===== src/rtl/display_pkg.sv =====
// ---------------------------------------------------------------------------
// display_pkg
//   Shared types and constants for the multiplexed hex display driver.
//
//   Contents:
//     NUM_DIGITS    number of display digits scanned per frame
//     nibble_t      4-bit value shown on one digit
//     seg7_t        7 segment lines, bit 0 = a .. bit 6 = g
//     HEX_GLYPH     active-high glyphs for the hex values 0..F
//     digit_onehot  active-high one-hot digit select for a digit index
// ---------------------------------------------------------------------------
package display_pkg;

   localparam int NUM_DIGITS = 4;

   typedef logic [3:0] nibble_t;
   typedef logic [6:0] seg7_t;

   // Glyphs are stored active-high with bit 0 = segment a. Lower-case
   // shapes are used for b and d so they cannot be confused with 8 and 0.
   localparam seg7_t HEX_GLYPH [16] = '{
      7'h3F, 7'h06, 7'h5B, 7'h4F,
      7'h66, 7'h6D, 7'h7D, 7'h07,
      7'h7F, 7'h6F, 7'h77, 7'h7C,
      7'h39, 7'h5E, 7'h79, 7'h71
   };

   // Active-high one-hot enable for the digit at position idx.
   function automatic logic [NUM_DIGITS-1:0] digit_onehot(input logic [1:0] idx);
      logic [NUM_DIGITS-1:0] sel;
      sel = '0;
      sel[idx] = 1'b1;
      return sel;
   endfunction

endpackage


===== src/rtl/hex7seg_decoder.sv =====
// ---------------------------------------------------------------------------
// hex7seg_decoder
//   Purely combinational hex-to-seven-segment lookup. The output is always
//   active-high; the display polarity is applied by the instantiating block.
//
//   Ports:
//     value  in   4  nibble to display
//     glyph  out  7  active-high segment pattern, bit 0 = a .. bit 6 = g
// ---------------------------------------------------------------------------
module hex7seg_decoder
   import display_pkg::*;
(
   input  nibble_t value,
   output seg7_t   glyph
);

   assign glyph = HEX_GLYPH[value];

endmodule


===== src/rtl/arr_display_scan.sv =====
// ---------------------------------------------------------------------------
// arr_display_scan
//   Time-multiplexed 4-digit hex display driver. Each digit owns a slot of
//   TICK_DIV clocks, the first BLANK_CYCLES of which keep every digit dark
//   to avoid ghosting between neighbouring digits. All four input values
//   are captured together once per frame (4 slots) so a frame never mixes
//   old and new data.
//
//   Parameters:
//     TICK_DIV        clocks per digit slot (>= 2)
//     BLANK_CYCLES    dark clocks at the start of each slot (0..TICK_DIV-1)
//     SEG_ACTIVE_LOW  1 = segment lines are active-low
//     AN_ACTIVE_LOW   1 = digit enables are active-low
//
//   Ports:
//     clk          in   1  core clock
//     reset        in   1  asynchronous reset, active-low
//     arr0..arr3   in   4  values for digit 0 (rightmost) .. digit 3
//     freeze       in   1  holds the current snapshot at frame boundaries
//     seg          out  7  segment drive, seg[0] = a .. seg[6] = g
//     an           out  4  one-hot digit enable, an[i] = digit i
//     frame_start  out  1  one-clock pulse when a new frame begins
// ---------------------------------------------------------------------------
module arr_display_scan
   import display_pkg::*;
#(
   parameter int TICK_DIV       = 1000,
   parameter int BLANK_CYCLES   = 2,
   parameter bit SEG_ACTIVE_LOW = 1'b1,
   parameter bit AN_ACTIVE_LOW  = 1'b1
) (
   input  logic       clk,
   input  logic       reset,
   input  logic [3:0] arr0,
   input  logic [3:0] arr1,
   input  logic [3:0] arr2,
   input  logic [3:0] arr3,
   input  logic       freeze,
   output logic [6:0] seg,
   output logic [3:0] an,
   output logic       frame_start
);

   localparam int                CNT_W   = $clog2(TICK_DIV);
   localparam logic [CNT_W-1:0]  CNT_MAX = CNT_W'(TICK_DIV - 1);

   // "Everything dark" values at the configured pad polarity.
   localparam seg7_t                 SEG_OFF = SEG_ACTIVE_LOW ? 7'h7F : 7'h00;
   localparam logic [NUM_DIGITS-1:0] AN_OFF  = AN_ACTIVE_LOW  ? 4'hF  : 4'h0;

   logic [CNT_W-1:0] cnt;
   logic [1:0]       idx;
   nibble_t          snap [NUM_DIGITS];
   logic             primed;

   nibble_t          arr_vec [NUM_DIGITS];
   logic             slot_end;
   logic             frame_end;
   logic             capture;
   logic             blank;
   seg7_t            glyph;
   seg7_t            seg_next;
   logic [NUM_DIGITS-1:0] an_next;

   assign arr_vec[0] = arr0;
   assign arr_vec[1] = arr1;
   assign arr_vec[2] = arr2;
   assign arr_vec[3] = arr3;

   // A frame ends on the last clock of digit 3's slot. The very first clock
   // after reset also captures (primed low), regardless of freeze, so the
   // display never comes up showing the all-zero reset snapshot.
   assign slot_end  = (cnt == CNT_MAX);
   assign frame_end = slot_end && (idx == 2'd3);
   assign capture   = !primed || (frame_end && !freeze);

   assign blank = (int'(cnt) < BLANK_CYCLES);

   hex7seg_decoder u_decoder (
      .value (snap[idx]),
      .glyph (glyph)
   );

   // Polarity is applied here so the decoder stays display-agnostic.
   always_comb begin
      seg_next = SEG_OFF;
      an_next  = AN_OFF;
      if (!blank) begin
         seg_next = SEG_ACTIVE_LOW ? ~glyph : glyph;
         an_next  = AN_ACTIVE_LOW ? ~digit_onehot(idx) : digit_onehot(idx);
      end
   end

   // Slot counter and digit index: idx advances once per completed slot
   // and wraps naturally from 3 to 0 through its 2-bit width.
   always_ff @(posedge clk or negedge reset) begin
      if (!reset) begin
         cnt <= '0;
         idx <= 2'd0;
      end else if (slot_end) begin
         cnt <= '0;
         idx <= idx + 2'd1;
      end else begin
         cnt <= cnt + 1'b1;
      end
   end

   // Snapshot registers. frame_start marks every frame boundary, including
   // frozen ones, so downstream logic can stay frame-aligned while frozen.
   always_ff @(posedge clk or negedge reset) begin
      if (!reset) begin
         primed      <= 1'b0;
         frame_start <= 1'b0;
         for (int i = 0; i < NUM_DIGITS; i++) begin
            snap[i] <= '0;
         end
      end else begin
         primed      <= 1'b1;
         frame_start <= !primed || frame_end;
         if (capture) begin
            for (int i = 0; i < NUM_DIGITS; i++) begin
               snap[i] <= arr_vec[i];
            end
         end
      end
   end

   // Registered pad drivers keep the outputs glitch-free; they lag the scan
   // state by one clock and go dark immediately on reset.
   always_ff @(posedge clk or negedge reset) begin
      if (!reset) begin
         seg <= SEG_OFF;
         an  <= AN_OFF;
      end else begin
         seg <= seg_next;
         an  <= an_next;
      end
   end

endmodule


===== config.mk =====
export PLATFORM = sky130hd
export DESIGN_NAME = arr_display_scan
export DESIGN_NICKNAME = d
export VERILOG_FILES = /design/src/rtl/display_pkg.sv /design/src/rtl/hex7seg_decoder.sv /design/src/rtl/arr_display_scan.sv
export SDC_FILE = /design/constraint.sdc
export NUM_CORES = 1
export LEC_CHECK = 0
export CORE_ASPECT_RATIO = 1.1
export CORE_MARGIN = 5
export CORE_UTILIZATION = 40
export DETAILED_ROUTE_END_ITERATION = 6
export HOLD_SLACK_MARGIN = 0.1
export REMOVE_ABC_BUFFERS = 1
export SYNTH_ARGS = -nofsm -noshare
export SYNTH_HDL_FRONTEND = slang
export SYNTH_SLANG_ARGS = --single-unit

===== constraint.sdc =====
create_clock -name clk -period 4.8 [get_ports clk]
set_input_delay 0.48 -clock clk [delete_from_list [all_inputs] [get_ports clk]]
set_output_delay 0.48 -clock clk [all_outputs]
set_load 0.03 [all_outputs]

# ---- Yosys cells after proc, flatten, opt, wreduce, memory -nomap -nowiden
# Memories as Yosys holds them, arrays and structs flattened.
# Cells that the tools add are included.
dict set report word_totals {
  regBits 41
  mem_bits_ro 112
  out_inout_bits 12
  memories 1
}
# name depth word_bits rd rd_clocked_by_memory_dff wr line_no
set memory_table {}
lappend memory_table {{(name not given)} 16 7 1 0 0 hex7seg_decoder.sv:17} ;# assign glyph = HEX_GLYPH[value];
dict set report classes {
  addsub 2
  magnitude_cmp 5
  eq_ne 2
  mux 10
  n_bitwise 4
  reduce_logical 7
}
# operator n
set op_table {}
lappend op_table {{2-to-1 mux 7 bit} 3}
lappend op_table {{2-to-1 mux 4 bit} 3}
lappend op_table {{adder 10 x 1 -> 10 bit (second input constant)} 1}
lappend op_table {{== test 10 bit (second input constant)} 1}
lappend op_table {{less-than comparator 10 x 2 -> 1 bit (second input constant)} 1}
lappend op_table {{2-to-1 mux 10 bit} 1}
lappend op_table {{binary-select mux 4 bit (select 2 bit)} 1}
lappend op_table {{inverter 7 bit} 1}
lappend op_table {{greater-or-equal comparator 5 bit (second input constant)} 1}
lappend op_table {{inverter 4 -> 5 bit} 1}
lappend op_table {{inverter 4 bit} 1}
lappend op_table {{greater-or-equal comparator 3 bit (second input constant)} 1}
lappend op_table {{logical AND 1 bit} 3}
lappend op_table {{less-than comparator 2 x 3 -> 1 bit (second input constant)} 1}
lappend op_table {{inverter 2 -> 3 bit} 1}
lappend op_table {{adder 2 x 1 -> 2 bit (second input constant)} 1}
lappend op_table {{demux 1 bit (select 2 bit)} 1}
lappend op_table {{== test 2 bit (second input constant)} 1}
lappend op_table {{greater-or-equal comparator 2 x 1 -> 1 bit (second input constant)} 1}
lappend op_table {{zero test 1 bit} 2}
lappend op_table {{logical OR 1 bit} 2}
lappend op_table {{2-to-1 mux 1 bit} 1}

# ---- Logic depth before layout (Yosys ltp)
# Gate-level depths: netlist of run 1.
dict set report depth {
  depth_word 10
  ltp_mapped 8
}

# ---- Cells and area by module
# Synthesis of run 1 repeated with hierarchy kept, for this count alone.
dict set report unflattened {
  cells_unflattened 167
  area_unflattened_um2 2128.3
}
# module instances cells_per_inst area_per_inst_um2
set modules_own_cells {}
lappend modules_own_cells {arr_display_scan 1 134 1840.5}
lappend modules_own_cells {hex7seg_decoder 1 33 287.8}

# ---- Least setup slack after synthesis of run 1
# Ideal clock, no wire load.
dict set report synth_path {
  kind {register -> register}
  start {register idx[0]}
  end {register seg[3]}
  setup_ns 0.090
  arrival_time_ns 1.827
  t_required_ns 4.710
  setup_slack_ns 2.883
  path_stages_with_launch 7
  n_path_buf 1
  path_cell_list {dfrtp_1 > buf_6 > mux4_1 > ha_1 > mux2_2 > mux2i_1 > nand2_1}
}
dict set report synth_between {
  elab_chain_cells 10
}
# item line_no
set synth_rtl {}
lappend synth_rtl {{start, declared} arr_display_scan.sv:52} ;# logic [1:0] idx;
lappend synth_rtl {{start signal, assigned} arr_display_scan.sv:102} ;# idx <= idx + 2'd1;
lappend synth_rtl {{inverter 2 -> 3 bit (not written as such)} arr_display_scan.sv:80} ;# .value (snap[idx]),
lappend synth_rtl {{binary-select mux 4 bit (select 2 bit)} arr_display_scan.sv:80}
lappend synth_rtl {{2-to-1 mux 4 bit (not written as such) (2 in a row)} arr_display_scan.sv:80}
lappend synth_rtl {{inverter 4 -> 5 bit (not written as such)} hex7seg_decoder.sv:17}
lappend synth_rtl {{memory read (16 x 7 bit)} -}
lappend synth_rtl {{2-to-1 mux 7 bit (not written as such) (2 in a row)} hex7seg_decoder.sv:17}
lappend synth_rtl {{inverter 7 bit} arr_display_scan.sv:89} ;# seg_next = SEG_ACTIVE_LOW ? ~glyph : glyph;
lappend synth_rtl {{2-to-1 mux 7 bit} arr_display_scan.sv:88} ;# if (!blank) begin
lappend synth_rtl {{net seg_next[3]} arr_display_scan.sv:62} ;# seg7_t seg_next;
lappend synth_rtl {{end signal, assigned} arr_display_scan.sv:135} ;# seg <= seg_next;
lappend synth_rtl {{end, declared} arr_display_scan.sv:39} ;# output logic [6:0] seg,
# The timed path passes the listed nets, and every way through them passes these cells. The select of a mux whose other input is x is not followed.
# A chain may end at the register's enable or synchronous reset.

# ---- Worst setup path in the final report of run 1
dict set report layout_path {
  start {register cnt[0]}
  end {register snap[12] (netlist name)}
}
dict set report layout_between {
  elab_chain_cells 4
}
# item line_no
set layout_rtl {}
lappend layout_rtl {{start, declared} arr_display_scan.sv:51} ;# logic [CNT_W-1:0] cnt;
lappend layout_rtl {{start signal, assigned} arr_display_scan.sv:104} ;# cnt <= cnt + 1'b1;
lappend layout_rtl {{== test 10 bit} arr_display_scan.sv:73} ;# assign slot_end = (cnt == CNT_MAX);
lappend layout_rtl {{logical AND 1 bit} arr_display_scan.sv:74} ;# assign frame_end = slot_end && (idx == 2'd3);
lappend layout_rtl {{logical AND 1 bit} arr_display_scan.sv:75} ;# assign capture = !primed || (frame_end && !freeze);
lappend layout_rtl {{logical OR 1 bit} arr_display_scan.sv:75}
lappend layout_rtl {{end signal, assigned by index} arr_display_scan.sv:122} ;# snap[i] <= arr_vec[i];
lappend layout_rtl {{end, declared} arr_display_scan.sv:53} ;# nibble_t snap [NUM_DIGITS];
# No other way between the ends.

==> results of run 1 <==
==> through the flow <==
stage	std cells	area, µm²	total power (µW)
after global placement	242	2300	521
final	250	2420	804
after global routing	250	2420	843
after CTS	250	2420	818
after detailed placement	242	2300	526
after floorplan	154	1930	472
==> where the power goes <==
part / switching [µW] / total [µW] / internal (µW)
Clock: 118 / 287 / 169
Sequential: 9.13 / 386 / 377
Combinational: 65.5 / 131 / 65.6
Total: 193 / 804 / 612
==> flip-flops by register name, summed over array words and instances, names as in the netlist <==
name,flops
snap,16
cnt,10
seg,7
an,4
idx,2
frame_start,1
primed,1
==> placed cells by master, fill, tap and decap left out, drive strengths merged, types with 2 or more instances in the layout <==
master	instances
nor3	4
mux4	4
inv	9
dfstp	11
xor2	2
o21ai	5
nand3	8
dfrtp	30
xnor2	4
clkbuf	6
nand2	14
clkdlybuf4s50	29
nor2	8
nor4	3
a21oi	3
nand2b	2
o211ai	2
mux2	19
ha	11
mux2i	3
==> kinds of logic after synthesis <==
kind of cell / Yosys count
xor gates and xnor gates: 6
adders and majority gates: 11
and+or+nand+nor: 43
muxes: 26
other: 1
buffers and inverters: 18
AOI/OAI and AO/OA: 17
DFF: 41
==> layout make-up <==
class	count	area share, %
Clock buffer	6	3.41
Clock inverter	2	1.55
Multi-Input combinational cell	104	35.5
Timing Repair Buffer	30	12.2
Sequential cell	41	43.0
Tap cell	58	3.00
Inverter	9	1.40
==> critical path: cells and delay by family (launching register included) <==
family                   cells  cell delay (ns)
adder cells (fa/ha/maj)      1             0.22
flip-flops                   1             0.38
multiplexers                 1             0.39
AND/OR/NAND/NOR              2             0.93
AO/OA/AOI/OAI                1             0.53
==> routing by layer <==
metal	track usage (%)	wire length [µm]
met3	3.86	192
met5	0	0
met2	19.7	1780
met4	5.31	76
met1	13.5	1500
==> worst max-delay path by stage <==
stage / end / slack, ns / start / cells after the start
global placement: snap[4]$_DFFE_PN0P_ / 2.30 / cnt[0]$_DFF_PN0_ / 5
CTS: snap[5]$_DFFE_PN0P_ / 2.18 / cnt[0]$_DFF_PN0_ / 5
detailed placement: snap[5]$_DFFE_PN0P_ / 2.19 / cnt[0]$_DFF_PN0_ / 5
global route: snap[0]$_DFFE_PN0P_ / 2.04 / cnt[0]$_DFF_PN0_ / 5
floorplan: snap[0]$_DFFE_PN0P_ / 2.58 / cnt[0]$_DFF_PN0_ / 5
finish: snap[12]$_DFFE_PN0P_ / 2.22 / cnt[0]$_DFF_PN0_ / 5
==> flow_metrics.env, run 1 <==
export IMPL_status="completed"
export IMPL_crit_required_ns=4.98
export IMPL_rsz0062_at_grt="false"
export IMPL_grt_use_total_pct=11.7
export IMPL_fin_tns_setup_ns=0
export IMPL_synth_edff_count=0
export IMPL_ys_types=39
export IMPL_yosysMostFrequentCell="dfrtp_1"
export IMPL_yosys_area_share_simple_pct=10.6
export IMPL_synth_commonest_cells="30 x dfrtp_1, 18 x mux2_2, 14 x nand2_1"
export IMPL_fin_nets=221
export IMPL_async_reset_ff_share_pct=100
export IMPL_fin_util_pct=49.1
export IMPL_cts_setup_buffers=0
export IMPL_leakagePower_uw=0.00105
export IMPL_synth_area_leaders="dfrtp_1 38%, dfstp_2 14%, mux2_2 10%, ha_1 6.9%, mux4_2 3.4%"
export IMPL_cts_made_buffers=5
export IMPL_hold_class="in2async"
export IMPL_hold_violations=0
export IMPL_nFillCells=453
export IMPL_clockBufferDepth=2
export IMPL_viasPerCell=5.11
export IMPL_fin_skew_ns=0.00465
export IMPL_cts_hold_buf=0
export IMPL_post_route_period_util_pct=53.7
export IMPL_grt_pass1_wl_um=6090
export IMPL_reg2reg_depth=5
export IMPL_worst_hold_slack_ns=0.300
export IMPL_cts_tree="yes"
export IMPL_antenna_cells=0
export IMPL_seq_area_mm2=0.00104
export IMPL_timing_rr_start="cnt[0]$_DFF_PN0_"
export IMPL_cp_start_kind="register"
export IMPL_irDropWorstVdd_v=0.000203
export IMPL_power_density_mw_per_mm2=332
export IMPL_place_ws_ns=2.19
export IMPL_worstMarginPinSlew_ns=0.928
export IMPL_cts_resized=0
export IMPL_multi_input_area_um2=858
export IMPL_floorplan_die_width_um=77.5
export IMPL_yosys_area_top_type="dfrtp_1"
export IMPL_synthAdderAreaFrac_pct=6.88
export IMPL_portBuffers=30
export IMPL_ant_nets=0
export IMPL_criticalPathCategory="reg2reg"
export IMPL_slew_viol_final=0
export IMPL_insertion_delay_ns=0.29
export IMPL_die_h_um=84.2
export IMPL_layout_setup_ws_ns=2.22
export IMPL_synth_top_cell_area_share_pct=37.5
export IMPL_vias=1277
export IMPL_core_mm2=0.00493
export IMPL_syn_cell_area_mm2=0.00200
export IMPL_ys_ff_latch=41
export IMPL_hpwlAfterDp_um=2640
export IMPL_reg2reg_to="snap[12]$_DFFE_PN0P_"
export IMPL_synth_mux_area_share_pct=17.1
export IMPL_drive_gt1_share_pct=23.4
export IMPL_syn_inst=163
export IMPL_slowest_delay_ns=0.79
export IMPL_drtIter0Drc=137
export IMPL_synth_xor_area_share_pct=2.62
export IMPL_grt_ovfl_total=0
export IMPL_critPathSlowestCell="nor4_2"
export IMPL_r2r_setup_slack_ns=2.22
export IMPL_synth_area_per_cell_um2=12.3
export IMPL_maxCapViolCount=0
export IMPL_ys_flop_type="dfrtp_1"
export IMPL_clk_pin_slew_ns=0.08
export IMPL_wl_per_cell_um=14.2
export IMPL_yosysSeqAreaShare_pct=51.9
export IMPL_detail_route_first_pass_iterations=4
export IMPL_grt_max_degree=42
export IMPL_antenna_found_initial=0
export IMPL_rows=27
export IMPL_root_buffer="clkbuf_8"
export IMPL_synthToLayoutAreaGrowth_pct=20.9
export IMPL_synth_top_family_by_area="multiplexers"
export IMPL_clkSinkCount=41
export IMPL_setup_violations=0
export IMPL_min_period_ns=2.58
export IMPL_synth_compound_area_share_pct=5.50
export IMPL_drt_total_wl_um=3560
export IMPL_h_tree_depth=2
export IMPL_die_area_mm2=0.00652
export IMPL_arrival_ns=2.75
export IMPL_endpoint_kind="register"
export IMPL_relSlewSlack_pct=37.6
export IMPL_grt_pass1_vias=1320
export IMPL_start_util_pct=40.6
export IMPL_drc_errors=0
export IMPL_routabilityCongestion=0.835
export IMPL_worstPathMaxFanout=16
export IMPL_path_cells="ha_1, nand3_1, nor4_2, a31o_2, mux2_2"
export IMPL_synth_warnings=0
export IMPL_fmax_mhz=388
export IMPL_io_pins=31
Note: power is estimated with default switching activity, not from simulation.
==> run 2: changes to the inputs <==
==> constraint.sdc (replaced) <==
create_clock -name clk -period 2.6 [get_ports clk]
set_input_delay 0.26 -clock clk [delete_from_list [all_inputs] [get_ports clk]]
set_output_delay 0.26 -clock clk [all_outputs]
set_load 0.03 [all_outputs]
==> flow_metrics.env, run 2 (synthesis gave the netlist of run 1 again) <==
export IMPL_die_area_mm2=0.00652
export IMPL_power_density_mw_per_mm2=569
export IMPL_hpwlAfterDp_um=2620
export IMPL_regMostFlops="snap"
export IMPL_portBuffers=30
export IMPL_endpoint_kind="register"
export IMPL_grt_pass1_vias=1329
export IMPL_seq_area_mm2=0.00104
export IMPL_routed_wl_met2_um=1770
export IMPL_leakagePower_uw=0.00103
export IMPL_root_buffer="clkbuf_8"
export IMPL_dpl_cell_count=243
export IMPL_cts_resized=0
export IMPL_critPathSlowestCell="mux4_1"
export IMPL_setup_violations=0
export IMPL_fin_tns_setup_ns=0
export IMPL_cts_setup_buffers=0
export IMPL_h_tree_depth=2
export IMPL_final_cell_count_no_fill=251
export IMPL_fin_skew_ns=0.0122
export IMPL_p_seq_share_pct=52.4
export IMPL_ant_nets=0
export IMPL_clkPwrFrac_pct=29.6
export IMPL_antenna_found_initial=0
export IMPL_detail_route_first_pass_iterations=4
export IMPL_criticalPathCategory="reg2reg"
export IMPL_cp_depth=5
export IMPL_critical_path_top_delay_family="multiplexers"
export IMPL_viasPerCell=5.14
export IMPL_combPwrFrac_pct=17.9
export IMPL_worstMarginPinSlew_ns=0.869
export IMPL_final_common_cell="dfrtp_1"
export IMPL_wl_per_cell_um=14.0
export IMPL_die_h_um=84.2
export IMPL_wl_met1_um=1540
export IMPL_p_sw_share_pct=26.1
export IMPL_floorplan_die_width_um=77.5
export IMPL_fmax_mhz=476
export IMPL_grt_max_degree=42
export IMPL_grt_ovfl_total=0
export IMPL_nFillCells=430
export IMPL_cts_tree="yes"
export IMPL_crit_required_ns=2.80
export IMPL_io_pins=31
export IMPL_power_switching_uw=356
export IMPL_drt_total_wl_um=3520
export IMPL_arrival_ns=2.31
export IMPL_routabilityCongestion=0.887
export IMPL_rsz0062_at_grt="false"
export IMPL_rows=27
export IMPL_start_util_pct=40.6
export IMPL_hold_violations=0
export IMPL_slew_viol_final=0
export IMPL_core_mm2=0.00493
export IMPL_maxCapViolCount=0
export IMPL_grt_use_total_pct=11.7
export IMPL_largest_register_ffs=16
export IMPL_clk_pin_slew_ns=0.08
export IMPL_slowest_delay_ns=0.72
export IMPL_reg_top3="snap x16, cnt x10, seg x7"
export IMPL_relSlewSlack_pct=42.1
export IMPL_drtIter0Drc=143
export IMPL_clkSinkCount=41
export IMPL_min_period_ns=2.10
export IMPL_hold_class="in2async"
export IMPL_r2r_setup_slack_ns=0.50
export IMPL_crit_buf_inv=0
export IMPL_route_met3_wl_um=166
export IMPL_post_route_period_util_pct=80.8
export IMPL_highest_layer="met4"
export IMPL_drive_gt1_share_pct=23.3
export IMPL_fin_nets=222
export IMPL_irDropWorstVdd_v=0.000278
export IMPL_drc_errors=0
export IMPL_insertion_delay_ns=0.29
export IMPL_grt_pass1_wl_um=6120
export IMPL_cts_hold_buf=0
export IMPL_vias=1290
export IMPL_antenna_cells=0
export IMPL_multi_input_area_um2=858
export IMPL_synthToLayoutAreaGrowth_pct=19.6
export IMPL_final_cell_mix="30 x dfrtp_1, 29 x clkdlybuf4s50_1, 18 x mux2_2, 14 x nand2_1"
export IMPL_status="completed"
export IMPL_clockBufferDepth=2
export IMPL_reg2reg_depth=5
export IMPL_cts_made_buffers=5
export IMPL_cp_start_kind="register"
export IMPL_worstPathMaxFanout=7
export IMPL_path_cells="mux4_1, ha_1, mux2_2, mux2i_1, nand2_1"
export IMPL_cell_internal_pwr_uw=1010
-- run 2: changes by cell type in the layout (fill, tap and decap cells not counted) --
cell        previous run  this run
clkbuf_8               6         5
buf_4                  0         1
clkbuf_1               0         1
clkinvlp_4             1         2
bufinv_16              1         0
-- run 2: path summary, 6_finish.rpt --
check / startpoint / end
worst max-delay path: idx[0]$_DFFE_PN0N_ / seg[3]$_DFF_PN1_
worst min-delay path: reset / cnt[2]$_DFF_PN0_
worst max register to register: idx[0]$_DFFE_PN0N_ / seg[3]$_DFF_PN1_
worst min register to register: primed$_DFF_PN0_ / frame_start$_DFF_PN0_
max in group asynchronous: reset / snap[15]$_DFFE_PN0P_
min in group clk: primed$_DFF_PN0_ / frame_start$_DFF_PN0_
-- run 2: power groups by stage --
stage	combinational, µW	sequential (µW)	clock, µW
floorplan	105	765	0
global placement	239	726	0
detailed placement	244	728	0
CTS	246	716	421
global route	263	720	441
finish	244	715	404
-- run 2: per-layer routing --
metal / track usage (%) / vias up
met5: 0 / -
met4: 4.06 / 0
met3: 3.86 / 8
met2: 19.6 / 36
met1: 14.0 / 629
li1: - / 617
-- run 2: area by class of cell --
type | instances | area share, %
timing repair buffer | 31 | 12.6
multi-input combinational | 104 | 35.8
clock inverter | 2 | 0.627
tap | 58 | 3.03
sequential | 41 | 43.4
clock buffer | 6 | 3.03
inverter | 9 | 1.41
-- run 2: through the flow --
| stage | hold WS [ns] | power [µW] | worst slack, ns | utilization [%] | area [µm²] |
|---|---|---|---|---|---|
| 3_5_place_dp | 0.423 | 972 | 0.491 | 46.8 | 2310 |
| 6_report | 0.0814 | 1360 | 0.498 | 48.6 | 2390 |
| 4_1_cts | 0.110 | 1380 | 0.472 | 48.6 | 2390 |
| 2_1_floorplan | -0.0356 | 871 | 0.377 | - | 1930 |
| 3_3_place_gp | 0.419 | 965 | 0.550 | 46.8 | 2310 |
| 5_1_grt | 0.173 | 1420 | 0.359 | 48.6 | 2390 |
==> run 3: changes to the inputs <==
==> constraint.sdc (replaced) <==
create_clock -name clk -period 2 [get_ports clk]
set_input_delay 0.2 -clock clk [delete_from_list [all_inputs] [get_ports clk]]
set_output_delay 0.2 -clock clk [all_outputs]
set_load 0.03 [all_outputs]
==> flow_metrics.env, run 3 (synthesis gave the netlist of run 1 again) <==
export IMPL_status="completed"
export IMPL_grt_pass1_wl_um=5950
export IMPL_final_cell_count_no_fill=257
export IMPL_die_area_mm2=0.00652
export IMPL_h_tree_depth=2
export IMPL_wl_per_cell_um=13.6
export IMPL_grt_max_degree=42
export IMPL_fin_skew_ns=0.00523
export IMPL_synthToLayoutAreaGrowth_pct=22.7
export IMPL_reg_top3="snap x16, cnt x10, seg x7"
export IMPL_maxCapViolCount=0
export IMPL_criticalPathCategory="reg2reg"
export IMPL_routabilityCongestion=0.832
export IMPL_p_total_uw=1790
export IMPL_cell_internal_pwr_uw=1350
export IMPL_worstMarginPinSlew_ns=0.888
export IMPL_die_h_um=84.2
export IMPL_final_common_cell="dfrtp_1"
export IMPL_viasPerCell=5.05
export IMPL_antenna_cells=0
export IMPL_hold_class="reg2reg"
export IMPL_antenna_found_initial=0
export IMPL_clk_pin_slew_ns=0.07
export IMPL_combPwrFrac_pct=17.9
export IMPL_largest_register_ffs=16
export IMPL_io_pins=31
export IMPL_layout_setup_ws_ns=0.129
export IMPL_fmax_mhz=535
export IMPL_detail_route_first_pass_iterations=4
export IMPL_regMostFlops="snap"
export IMPL_grt_pass1_vias=1296
export IMPL_relSlewSlack_pct=40.8
export IMPL_hold_violations=0
export IMPL_fin_nets=228
export IMPL_drive_gt1_share_pct=26.1
export IMPL_post_route_period_util_pct=93.5
export IMPL_cp_start_kind="register"
export IMPL_grt_use_total_pct=11.4
export IMPL_clkSinkCount=41
export IMPL_drc_errors=0
export IMPL_start_util_pct=40.6
export IMPL_fin_tns_setup_ns=0
export IMPL_p_seq_share_pct=51.7
export IMPL_portBuffers=30
export IMPL_worstPathMaxFanout=5
export IMPL_rows=27
export IMPL_drtIter0Drc=102
export IMPL_insertion_delay_ns=0.29
export IMPL_cts_tree="yes"
export IMPL_clockBufferDepth=2
export IMPL_root_buffer="clkbuf_8"
export IMPL_irDropWorstVdd_v=0.000344
export IMPL_hpwlAfterDp_um=2570
export IMPL_grt_ovfl_total=0
export IMPL_floorplan_die_width_um=77.5
export IMPL_power_density_mw_per_mm2=731
export IMPL_crit_required_ns=2.20
export IMPL_dpl_cell_count=246
export IMPL_vias=1297
export IMPL_core_mm2=0.00493
export IMPL_slew_viol_final=0
export IMPL_power_switching_uw=445
export IMPL_setup_violations=0
export IMPL_min_period_ns=1.87
export IMPL_drt_total_wl_um=3510
export IMPL_arrival_ns=2.07
export IMPL_ant_nets=0
export IMPL_leakagePower_uw=0.00107
export IMPL_rsz0062_at_grt="false"
export IMPL_final_cell_mix="30 x dfrtp_1, 29 x clkdlybuf4s50_1, 18 x mux2_2, 14 x nand2_1, 11 x dfstp_2"
export IMPL_cts_made_buffers=5
export IMPL_p_sw_share_pct=24.8
export IMPL_clkPwrFrac_pct=30.4
export IMPL_place_ws_ns=0.0492
export IMPL_endpoint_kind="register"
[run 3: cell types whose count changed in the layout (fill, tap and decap cells not counted), sizes merged]
cell         previous run  this run
dlygate4sd3             0         1
buf                     2         7
clkbuf                  6         8
clkinvlp                2         0
[run 3: stage by stage]
step                      hold WS (ns)  area (µm²)  utilization, %
final                            0.440        2460            49.8
after global routing             0.459        2460            49.8
after floorplan                -0.0956        1930               -
after detailed placement         0.373        2340            47.5
after global placement           0.373        2340            47.5
after CTS                        0.437        2440            49.5
[run 3: routing by layer]
metal  up-vias  track usage [%]  part of all wire [%]
li1        632                -                     -
met1       626             13.8                    43
met2        30             18.3                    50
met3         9             3.33                   4.5
met4         0             5.94                   2.6
met5         -                0                     0
[run 3: worst paths after layout]
check	startpoint	to	slack, ns	cells past startpoint
worst min-delay path	primed$_DFF_PN0_	frame_start$_DFF_PN0_	0.44	1
max in group asynchronous	reset	snap[15]$_DFFE_PN0P_	0.89	2
min in group asynchronous	reset	snap[14]$_DFFE_PN0P_	0.56	2
worst max-delay path	idx[0]$_DFFE_PN0N_	seg[3]$_DFF_PN1_	0.13	6
worst min register to register	primed$_DFF_PN0_	frame_start$_DFF_PN0_	0.44	1
worst max register to register	idx[0]$_DFFE_PN0N_	seg[3]$_DFF_PN1_	0.13	6
[run 3: power groups by stage]
stage	combinational, µW	clock, µW	sequential [µW]
finish	322	545	928
global route	352	608	934
CTS	325	571	928
detailed placement	323	0	944
global placement	316	0	941
floorplan	137	0	995
[run 3: critical path: stages, from the launching register on]
cell,delay [ns]
dfrtp_1,0.37
buf_4,0.15
mux4_2,0.57
ha_2,0.23
mux2_2,0.26
mux2i_1,0.14
nand2_1,0.07
[run 3: area by class of cell]
cell class	instances	area (µm²)
Fill cell	437	2480
Sequential cell	41	1040
Multi-Input combinational cell	104	857
Timing Repair Buffer	37	363
Clock buffer	8	90.1
Tap cell	58	72.6
Inverter	9	33.8
[run 3: timing repair]
action,CTS,global route
buffers inserted,0,2
endpoints found under the setup margin,0,2
hold buffers,1,0
gates resized for setup,0,3
hold endpoints to repair,30,0
